--- src/rtl/mux_nto1_reg.sv ---
// mux_nto1_reg: NCH-to-1 registered word mux with valid/ready, external-select or round-robin grant.
// Optional even-parity output out_par when MUX_NTO1_PARITY_EN is defined.
module mux_nto1_reg #(
  parameter int WIDTH = 32,
  parameter int NCH   = 4,
  parameter int SELW  = 2
) (
  input  logic                 clk,
  input  logic                 reset,
  input  logic [NCH*WIDTH-1:0] in_data,
  input  logic [NCH-1:0]       in_valid,
  output logic [NCH-1:0]       in_ready,
  input  logic                 mode,
  input  logic [SELW-1:0]      sel,
  output logic [WIDTH-1:0]     out_data,
  output logic [SELW-1:0]      out_chan,
  output logic                 out_valid,
  input  logic                 out_ready
`ifdef MUX_NTO1_PARITY_EN
  , output logic               out_par
`endif
);
  logic [SELW-1:0]  rr_ptr_q, rr_ptr_d, out_chan_q, out_chan_d, gidx;
  logic [WIDTH-1:0] out_data_q, out_data_d, word;
  logic             out_valid_q, out_valid_d, load, gnt, xfer;

  // Round-robin wrap at NCH, not at 2^SELW.
  function automatic int rr_idx(input int p, input int k);
    return (p + k >= NCH) ? p + k - NCH : p + k;
  endfunction

  always_comb begin
    gnt  = 1'b0;
    gidx = '0;
    for (int k = NCH - 1; k >= 0; k--) begin
      if (mode ? in_valid[rr_idx(int'(rr_ptr_q), k)] : (SELW'(k) == sel && in_valid[k])) begin
        gnt  = 1'b1;
        gidx = mode ? SELW'(rr_idx(int'(rr_ptr_q), k)) : sel;
      end
    end
    load        = !out_valid_q || out_ready;
    xfer        = load && gnt && !reset;
    in_ready    = xfer ? (NCH'(1) << gidx) : '0;
    word        = in_data[gidx*WIDTH +: WIDTH];
    out_valid_d = load ? gnt : out_valid_q;
    out_data_d  = xfer ? word : out_data_q;
    out_chan_d  = xfer ? gidx : out_chan_q;
    rr_ptr_d    = (xfer && mode) ? ((gidx == SELW'(NCH - 1)) ? '0 : gidx + SELW'(1)) : rr_ptr_q;
  end

  always_ff @(posedge clk or posedge reset) begin
    if (reset) begin
      out_valid_q <= 1'b0;
      out_data_q  <= '0;
      out_chan_q  <= '0;
      rr_ptr_q    <= '0;
    end else begin
      out_valid_q <= out_valid_d;
      out_data_q  <= out_data_d;
      out_chan_q  <= out_chan_d;
      rr_ptr_q    <= rr_ptr_d;
    end
  end

`ifdef MUX_NTO1_PARITY_EN
  logic out_par_q, out_par_d;

  always_comb out_par_d = xfer ? ^word : out_par_q;

  always_ff @(posedge clk or posedge reset) begin
    if (reset) out_par_q <= 1'b0;
    else       out_par_q <= out_par_d;
  end

  assign out_par = out_par_q;
`endif

  assign out_data  = out_data_q;
  assign out_chan  = out_chan_q;
  assign out_valid = out_valid_q;
endmodule

--- config.mk ---
export PLATFORM = sky130hd
export DESIGN_NAME = mux_nto1_reg
export DESIGN_NICKNAME = d
export VERILOG_FILES = /design/src/rtl/mux_nto1_reg.sv
export SDC_FILE = /design/constraint.sdc
export NUM_CORES = 1
export LEC_CHECK = 0
export ABC_AREA = 1
export CAP_MARGIN = 20
export CORE_UTILIZATION = 44
export DETAILED_ROUTE_END_ITERATION = 16
export PLACE_DENSITY = 0.88
export SLEW_MARGIN = 20
export SYNTH_ARGS = -nofsm -noshare
export SYNTH_HDL_FRONTEND = slang
export SYNTH_SLANG_ARGS = --single-unit
--- constraint.sdc ---
create_clock -name clk -period 6.4 [get_ports clk]
set_clock_uncertainty 0.05 [all_clocks]
set_input_delay 1.92 -clock clk [delete_from_list [all_inputs] [get_ports clk]]
set_output_delay 1.92 -clock clk [all_outputs]
set_load 0.05 [all_outputs]
; After elaboration in Yosys (flattened, before gate mapping)
; Index checks and enable logic that the tools add are counted.
; W data, S select, Z words.
[word_totals]
word_cells = 71
regBits = 37
output_inout_bits = 39
input_bits = 138
[op_classes]
n_reduce_logical = 11
n_shift = 2
n_eq_ne = 4
magnitude_cmp = 8
n_addsub = 8
mux = 34
[op_table]
columns = operator, count
row1 = $lt A32 B4 Y1 const B, 4
row2 = $mux W32, 4
row3 = $shiftx A128 B8 Y32, 1
row4 = $ge A32 B4 Y1 const B, 3
row5 = $sub A32 B4 Y32 const B, 3
row6 = $mux W2, 9
row7 = $mux W1, 16
row8 = $bmux W1 S2, 4
row9 = $logic_and A1 B1 Y1, 7
row10 = $add A2 B2 Y3 const B, 2
row11 = $eq A2 B2 Y1 const A, 2
row12 = $mux W4, 1
row13 = $shl A1 B2 Y4 const A, 1
row14 = $sub A2 B3 Y4 const B, 1
row15 = $add A2 B1 Y3 const B, 1
row16 = $ge A2 B3 Y1 const B, 1
row17 = $add A2 B1 Y2 const B, 1
row18 = $eq A1 B2 Y1 const A, 1
row19 = $eq A2 B2 Y1 const B, 1
row20 = $logic_not A1 Y1, 2
row21 = $logic_not A2 Y1, 1
row22 = $logic_or A1 B1 Y1, 1

; Longest topological paths before layout
; Gate-level depths: netlist (run 1).
[logic_depth]
ltp_word = 14
mapped_depth = 18
mapped_depth_nobuf = 16

; Least setup slack after synthesis (run 1)
; OpenSTA, ideal clock, no wires.
[synth_timing]
path_kind = in2out
from = input port reset
to = output port in_ready[1]
path_buffers = 1
path_stages = 4
required_ns = 4.430
arrival_ns = 4.312
path_slack_ns = 0.118
cell_sequence = inv_1 nand3_2 buf_2 nor3_1
[synth_between]
elab_chain_len = 3
[synth_rtl]
columns = item, line
row1 = "start, declared", 9  ; input logic reset,
row2 = $logic_not A1 Y1 (no line), -
row3 = $logic_and A1 B1 Y1, 42  ; xfer = load && gnt && !reset;
row4 = $mux W4, 43  ; in_ready = xfer ? (NCH'(1) << gidx) : '0;
row5 = "end, declared", 12  ; output logic [NCH-1:0] in_ready,
; No other way between the ends.

; Final worst setup path (run 1)
[layout_timing]
from = input port in_valid[2]
to = output port in_ready[2]
[layout_between]
elab_chain_len = 11
elab_cells_between_ends = 29
cone_classes = 1 x shift / 25 x mux / 3 x reduce/logical
[layout_rtl]
columns = item, line
row1 = "start, declared", 11  ; input logic [NCH-1:0] in_valid,
row2 = $bmux W1 S2, 36  ; if (mode ? in_valid[rr_idx(int'(rr_ptr_q), k)] : (SELW'(k) == sel && in_valid[k])) begin
row3 = $mux W1 (not written as such) (2 in a row), 36
row4 = $mux W1 (5 in a row), 36
row5 = $logic_and A1 B1 Y1 (2 in a row), 42
row6 = $mux W4 (*), 43
; Every way passes the cells marked *; elsewhere a longest branch is shown, timed or not. The select of a mux whose other input is x is not followed.

==> results of run 1 <==
## critical path, delay by kind of cell
kind / cells / cell delay, ns
AND/OR/NAND/NOR: 8 / 1.23
buffers and inverters: 4 / 0.87
## cell families (layout without fill, tap and decap cells)
family / Yosys count / after routing
AO/OA/AOI/OAI: 10 / 10
AND/OR/NAND/NOR: 470 / 470
flip-flops: 37 / 37
buffers and inverters: 61 / 213
## flip-flops by register name, summed over array words and instances, names as in the netlist
name and count:
out_data 32, out_valid 1, rr_ptr_q 2, out_chan 2
## power groups by stage
| stage | Clock (mW) | Combinational (mW) | Sequential [mW] |
|---|---|---|---|
| after floorplan | 0 | 1.13 | 0.705 |
| after global placement | 0 | 1.84 | 0.398 |
| after detailed placement | 0 | 1.89 | 0.399 |
| after CTS | 0.180 | 1.90 | 0.397 |
| after global routing | 0.190 | 2.09 | 0.410 |
| final | 0.176 | 1.90 | 0.398 |
## cells in the final DEF (no fill, tap or decap)
cell type | synthesis | routed
sky130_fd_sc_hd__nand2_1 | 374 | 374
sky130_fd_sc_hd__clkdlybuf4s50_1 | 0 | 171
sky130_fd_sc_hd__nand4_1 | 65 | 65
sky130_fd_sc_hd__dfrtp_1 | 37 | 37
sky130_fd_sc_hd__buf_4 | 19 | 13
sky130_fd_sc_hd__inv_1 | 11 | 11
sky130_fd_sc_hd__nand3_1 | 10 | 10
sky130_fd_sc_hd__nor2_1 | 9 | 9
sky130_fd_sc_hd__inv_2 | 6 | 6
sky130_fd_sc_hd__o21ai_0 | 6 | 6
sky130_fd_sc_hd__clkbuf_8 | 0 | 6
sky130_fd_sc_hd__nand3_2 | 5 | 5
sky130_fd_sc_hd__nand2_2 | 2 | 2
sky130_fd_sc_hd__a21oi_1 | 2 | 2
sky130_fd_sc_hd__nor2_4 | 2 | 2
sky130_fd_sc_hd__nor3_1 | 2 | 2
sky130_fd_sc_hd__buf_12 | 0 | 2
sky130_fd_sc_hd__inv_6 | 1 | 1
sky130_fd_sc_hd__a21oi_2 | 1 | 1
sky130_fd_sc_hd__nand3_4 | 1 | 1
sky130_fd_sc_hd__o21ai_1 | 1 | 1
sky130_fd_sc_hd__clkinv_4 | 0 | 1
sky130_fd_sc_hd__clkinv_2 | 0 | 1
sky130_fd_sc_hd__dlymetal6s2s_1 | 0 | 1
## routing by layer
layer,routed length [um],share of wire
met5,0,0
met4,233,0.020
met3,1010,0.087
met2,5620,0.49
met1,4710,0.41
## final cells by class
| class | instances | area (um2) | share of cell area |
|---|---|---|---|
| repair buffers | 187 | 1860 | 0.362 |
| well taps | 99 | 124 | 0.0241 |
| clock inverters | 2 | 13.8 | 0.00268 |
| clock buffers | 6 | 82.6 | 0.0161 |
| multi-input cells | 480 | 2060 | 0.401 |
| inverters | 18 | 72.6 | 0.0141 |
| flip-flops and latches | 37 | 926 | 0.180 |
## how the worst min path moves through the flow
stage / start / depth (start not counted) / slack, ns / to
floorplan: rr_ptr_q[1] / 2 / 0.52 / rr_ptr_q[1]
global placement: out_data[24] / 2 / 0.41 / out_data[24]
detailed placement: out_data[25] / 2 / 0.41 / out_data[25]
CTS: out_data[25] / 2 / 0.43 / out_data[25]
global route: out_data[25] / 2 / 0.45 / out_data[25]
finish: out_data[25] / 2 / 0.43 / out_data[25]
## metrics by stage
| stage | utilization | hold WS (ns) | setup WS, ns |
|---|---|---|---|
| global route | 0.705 | 0.450 | 0.235 |
| CTS | 0.705 | 0.434 | 0.199 |
| floorplan | - | 0.520 | 0.118 |
| global placement | 0.691 | 0.411 | 0.412 |
| detailed placement | 0.691 | 0.414 | 0.204 |
| finish | 0.705 | 0.432 | 0.414 |
==> impl_metrics.toml, run 1 <==
[sta]
final_hold_viol_count = 0
timing_max_transition_violations_final = 0
fin_crit_sh = 0.935
fin_tns_setup_ns = 0
max_fclk_mhz = 167
tightest_slew_ns = 0.705
slew-limit-headroom = 0.530
rsz_0062_raised_after_global_routing = "false"
period_minus_slack_ns = 5.99
timing.final.setup_violations = 0

[power_and_ir_drop]
clockPowerShare = 0.071
net-switching-power_mw = 1.44
leakagePower_nw = 2.70
p_int_mw = 1.04
power_density_mw_per_mm2 = 481
vdd_drop_max_v = 0.000357
totalPowerFinal_mw = 2.47
sequential_cell_fraction_of_total_power = 0.161
sw_frac_of_total = 0.580
comb_power_share = 0.768

[critical_path]
critical_path.reg2reg.endpoint = "out_data[29]"
worst_r2r_path_depth = 13
r2r_slack_ns = 3.71
critPathMaxStageDelay_ns = 0.55
worst_ep_required_time_ns = 4.43
reg2reg_from = "rr_ptr_q[0]"
worst-path-max-fanout = 11
crit_path_start = "in_valid[2]"
critical_path.endpoint = "in_ready[2]"
kind_of_launch_point_of_the_worst_setup_path = "input pin"
crit_top_cell = "sky130_fd_sc_hd__nand2_1"
critical_path.slowest_cell = "sky130_fd_sc_hd__clkdlybuf4s50_1"
worst-endpoint-arrival_ns = 4.02
critPathKind = "in2out"
critical_path.endpoint_type = "output pin"
cp_cell_sequence = "clkdlybuf4s50_1 -> inv_1 -> nand2_1 -> nand2_1 -> nand2_1 -> nand3_1 -> nand2_1 -> inv_2 -> nand3_2 -> nand3_2 -> nor3_1 -> buf_12"

[flow_run]
cap_violations = 0

[cells_and_area]
final_cells = 829
n_fill_cell = 633
antennaDiodeCount = 0
layout-area-overhead-vs-synth_pct = 53.4
finalNetCount = 867
final_layout_size_suffix_gt1_frac = 0.0562
design_area_mm2 = 0.00514

[route]
drc_errors = 0
final_antenna_net_count = 0
drt_iter0_drc = 151
route.detailed.vias_per_inst = 5.18
via_count = 4293
drt_wl_total_um = 11600
drtPass1Iterations = 5
route.detailed.wl_per_inst_um = 14.0

[global_routing]
grt_util_met2 = 0.504
antenna_found_initial = 0
first_global_vias = 3907
global_route_layer_with_the_greatest_usage = "met2"
grt_pass1_wl_um = 17500
gr-usage-met3 = 0.0656
globalRouteTotalUtil = 0.282
grt_util_met1 = 0.324
gr-total-overflow = 0
grt_max_degree = 65

[floorplan]
fp.coreArea_mm2 = 0.00729
die_area_mm2 = 0.00797
width_of_the_die_um = 89.3
std_cell_rows = 31
initial_core_util = 0.460
top_level_ports = 177
die_height_um = 89.3

[clock_tree]
clock-root-buffer = "sky130_fd_sc_hd__clkbuf_8"
clkSlewWorstSetupHoldPaths_ns = 0.07
cts_htree_levels = 2
cts_hold_buffers = 0
cts-buffers-inserted = 5
cts-root-to-sink-buffers = 2
numClockSinks = 37
cts_resized = 0
clkLatencyLatePin_ns = 0.29
cts_tree = "done"
post-cts-setup-buffers = 0

[synthesis]
asyncSetResetFlopFracSynth = 1.00
most_numerous_cell_types_in_the_synthesized_netlist = "374 x sky130_fd_sc_hd__nand2_1, 65 x sky130_fd_sc_hd__nand4_1, 37 x sky130_fd_sc_hd__dfrtp_1, 19 x sky130_fd_sc_hd__buf_4, 18 x sky130_fd_sc_hd__buf_2"
postSynthAreaPerCell_um2 = 5.80
yosys.cell_count.top_type = "sky130_fd_sc_hd__nand2_1"
syn_area_mm2 = 0.00335
synthSimpleGateAreaFrac = 0.599
synth-seq-area-share = 0.276
synth_compound_gate_area_share = 0.0161
synthMuxAreaShare = 0
number_of_distinct_library_cell_variants_in_the_gate_level_netlist_after_synthesis = 21
synth_adder_area_share = 0
netlist.area_leader.share = 0.419
yosys_warnings = 0
netlist_instances = 578
dominant_combinational_cell_family_by_area_after_synthesis = "simple AND/OR/NAND/NOR gates"
number_of_flops_mapped_to_enable_cells_by_yosys = 0
synth.net_count = 716
synth_top_cell_by_area = "sky130_fd_sc_hd__nand2_1"
synth_area_leaders = "sky130_fd_sc_hd__nand2_1 42%, sky130_fd_sc_hd__dfrtp_1 28%, sky130_fd_sc_hd__nand4_1 12%"
yosys.area_share.xor_xnor = 0
synth-main-ff-cell = "sky130_fd_sc_hd__dfrtp_1"
ys_ff_latch = 37

[placement]
gp_routability_congestion = 1.01
placedInstanceArea_mm2 = 0.00504
dpl.hpwl_um = 8530
dpl.cell_count = 821
numPortBuffers = 176

[hold_path]
worstHoldPathType = "reg2reg"

[outcome]
outcome = "complete, no violations"
Note: power is estimated with default switching activity, not from simulation.
==> inputs of run 2 (changes only) <==
CAP_MARGIN = not set   (was 20)
CELL_PAD_IN_SITES_DETAIL_PLACEMENT = 1   (was not set)
CELL_PAD_IN_SITES_GLOBAL_PLACEMENT = 2   (was not set)
CORE_UTILIZATION = 20   (was 44)
CTS_CLUSTER_SIZE = 24   (was not set)
PLACE_DENSITY = not set   (was 0.88)
PLACE_DENSITY_LB_ADDON = 0.1   (was not set)
==> run 2 against run 1 <==
Worst hold slack worse by 0.0056 ns. Cell area up 3.7%. Total power up 5.8%. Via count down 0.14%. Die area up 120%. Critical path depth unchanged. First-iteration DRC count down 9.3%. Clock power up 44%.
==> impl_metrics.toml, run 2 (synthesis results as in run 1) <==
[outcome]
outcome = "complete, no violations"

[critical_path]
worst_ep_required_time_ns = 4.43
worst-endpoint-arrival_ns = 4.10
reg2reg_from = "rr_ptr_q[0]"
critPathMaxStageDelay_ns = 0.51
r2r_slack_ns = 3.62
critical_path.endpoint_type = "output pin"
worst-path-max-fanout = 32
crit_buf_inv = 4
cp_cell_sequence = "clkdlybuf4s50_1 -> inv_1 -> nor2_1 -> nand3_1 -> nand2_1 -> nor2_4 -> nor2_4 -> nand3_2 -> nand3_4 -> buf_4 -> nor3_1 -> buf_4"
critical_path.slowest_cell = "sky130_fd_sc_hd__clkdlybuf4s50_1"
critical_path.reg2reg.endpoint = "out_data[7]"
kind_of_launch_point_of_the_worst_setup_path = "input pin"
critPathKind = "in2out"
cp_top_family = "buffers and inverters"
timing.critical_path.depth = 12
worst_r2r_path_depth = 12

[cells_and_area]
final_cells = 947
antennaDiodeCount = 0
finalNetCount = 868
flip_flop_count_of_the_largest_register_all_copies_and_words_added = 32
layout-area-overhead-vs-synth_pct = 59.1
design_area_mm2 = 0.00533
final_layout_size_suffix_gt1_frac = 0.0547
final_cell_mix = "374 x sky130_fd_sc_hd__nand2_1, 172 x sky130_fd_sc_hd__clkdlybuf4s50_1, 65 x sky130_fd_sc_hd__nand4_1"
final_common_cell = "sky130_fd_sc_hd__nand2_1"

[power_and_ir_drop]
totalPowerFinal_mw = 2.62
power_density_mw_per_mm2 = 491
vdd_drop_max_v = 0.000204
leakagePower_nw = 2.71

[floorplan]
std_cell_rows = 46
top_level_ports = 177
fp.coreArea_mm2 = 0.0161
initial_core_util = 0.208
die_height_um = 131
die_area_mm2 = 0.0173
width_of_the_die_um = 131

[route]
drt_wl_total_um = 15000
drc_errors = 0
drt_iter0_drc = 137
wl_met2_um = 7230
top_layer = "met4"
final_antenna_net_count = 0
via_count = 4287
route.detailed.wl_per_inst_um = 15.9
route.detailed.vias_per_inst = 4.53
drtPass1Iterations = 4
wl_met1_um = 6890
met3_length_um = 688

[placement]
dpl.hpwl_um = 10500
gp_routability_congestion = 0.825
placedInstanceArea_mm2 = 0.00520
numPortBuffers = 176
dpl.cell_count = 939

[sta]
slew-limit-headroom = 0.476
timing_max_transition_violations_final = 0
rsz_0062_raised_after_global_routing = "false"
max_fclk_mhz = 165
fin_crit_sh = 0.948
tightest_slew_ns = 0.785
fin_tns_setup_ns = 0
period_minus_slack_ns = 6.07
final_hold_viol_count = 0
timing.final.setup_violations = 0

[global_routing]
globalRouteTotalUtil = 0.177
first_global_vias = 4472
gr-total-overflow = 0
grt_pass1_wl_um = 24400
grt_max_degree = 65
antenna_found_initial = 0

[clock_tree]
cts_resized = 0
cts-root-to-sink-buffers = 2
clock-root-buffer = "sky130_fd_sc_hd__clkbuf_16"
cts-buffers-inserted = 5
post-cts-setup-buffers = 0
cts_htree_levels = 2
clkSlewWorstSetupHoldPaths_ns = 0.06
clkLatencyLatePin_ns = 0.30
cts_hold_buffers = 0
numClockSinks = 37
cts_tree = "done"

[hold_path]
holdPathEnd = "out_data[0]"
worstHoldPathType = "reg2reg"
hold_path.startpoint = "out_data[0]"
worstHoldPathCells = 2

[flow_run]
cap_violations = 0
[run 2: power by group]
| part | internal (mW) | leakage (nW) | switching [mW] |
|---|---|---|---|
| Sequential | 0.334 | 0.468 | 0.0669 |
| Combinational | 0.618 | 2.18 | 1.34 |
| Clock | 0.145 | 0.0652 | 0.109 |
| Total | 1.10 | 2.71 | 1.52 |
[run 2: how the worst max path moves through the flow]
stage                from           to  slack [ns]
floorplan           reset  in_ready[1]        0.12
global placement     mode  in_ready[1]        0.49
detailed placement   mode  in_ready[1]        0.34
CTS                  mode  in_ready[1]        0.33
global route         mode  in_ready[1]        0.14
finish               mode  in_ready[1]        0.33
[run 2: layout make-up]
class                           count  area, um2
Tap cell                          216        270
Fill cell                        2096      10800
Timing Repair Buffer              188       1870
Multi-Input combinational cell    480       2060
Clock buffer                        8        136
Sequential cell                    37        926
Inverter                           18       72.6
[run 2: per-stage QoR]
| stage | util | hold slack, ns | setup WS [ns] |
|---|---|---|---|
| 2_1_floorplan | - | 0.520 | 0.118 |
| 4_1_cts | 0.331 | 0.432 | 0.328 |
| 5_1_grt | 0.331 | 0.447 | 0.141 |
| 3_5_place_dp | 0.322 | 0.416 | 0.338 |
| 3_3_place_gp | 0.322 | 0.411 | 0.488 |
| 6_report | 0.331 | 0.426 | 0.332 |
[run 2: metal layers]
metal | track usage | vias to the layer above
li1 | - | 2149
met1 | 0.222 | 2019
met3 | 0.0316 | 12
met4 | 0.0510 | 0
met5 | 0 | -
met2 | 0.308 | 107
[run 2: tightest hold or removal path: cells and delay by family (launching register included)]
kind	cells	cell delay (ns)
simple gates	2	0.10
flops	1	0.34
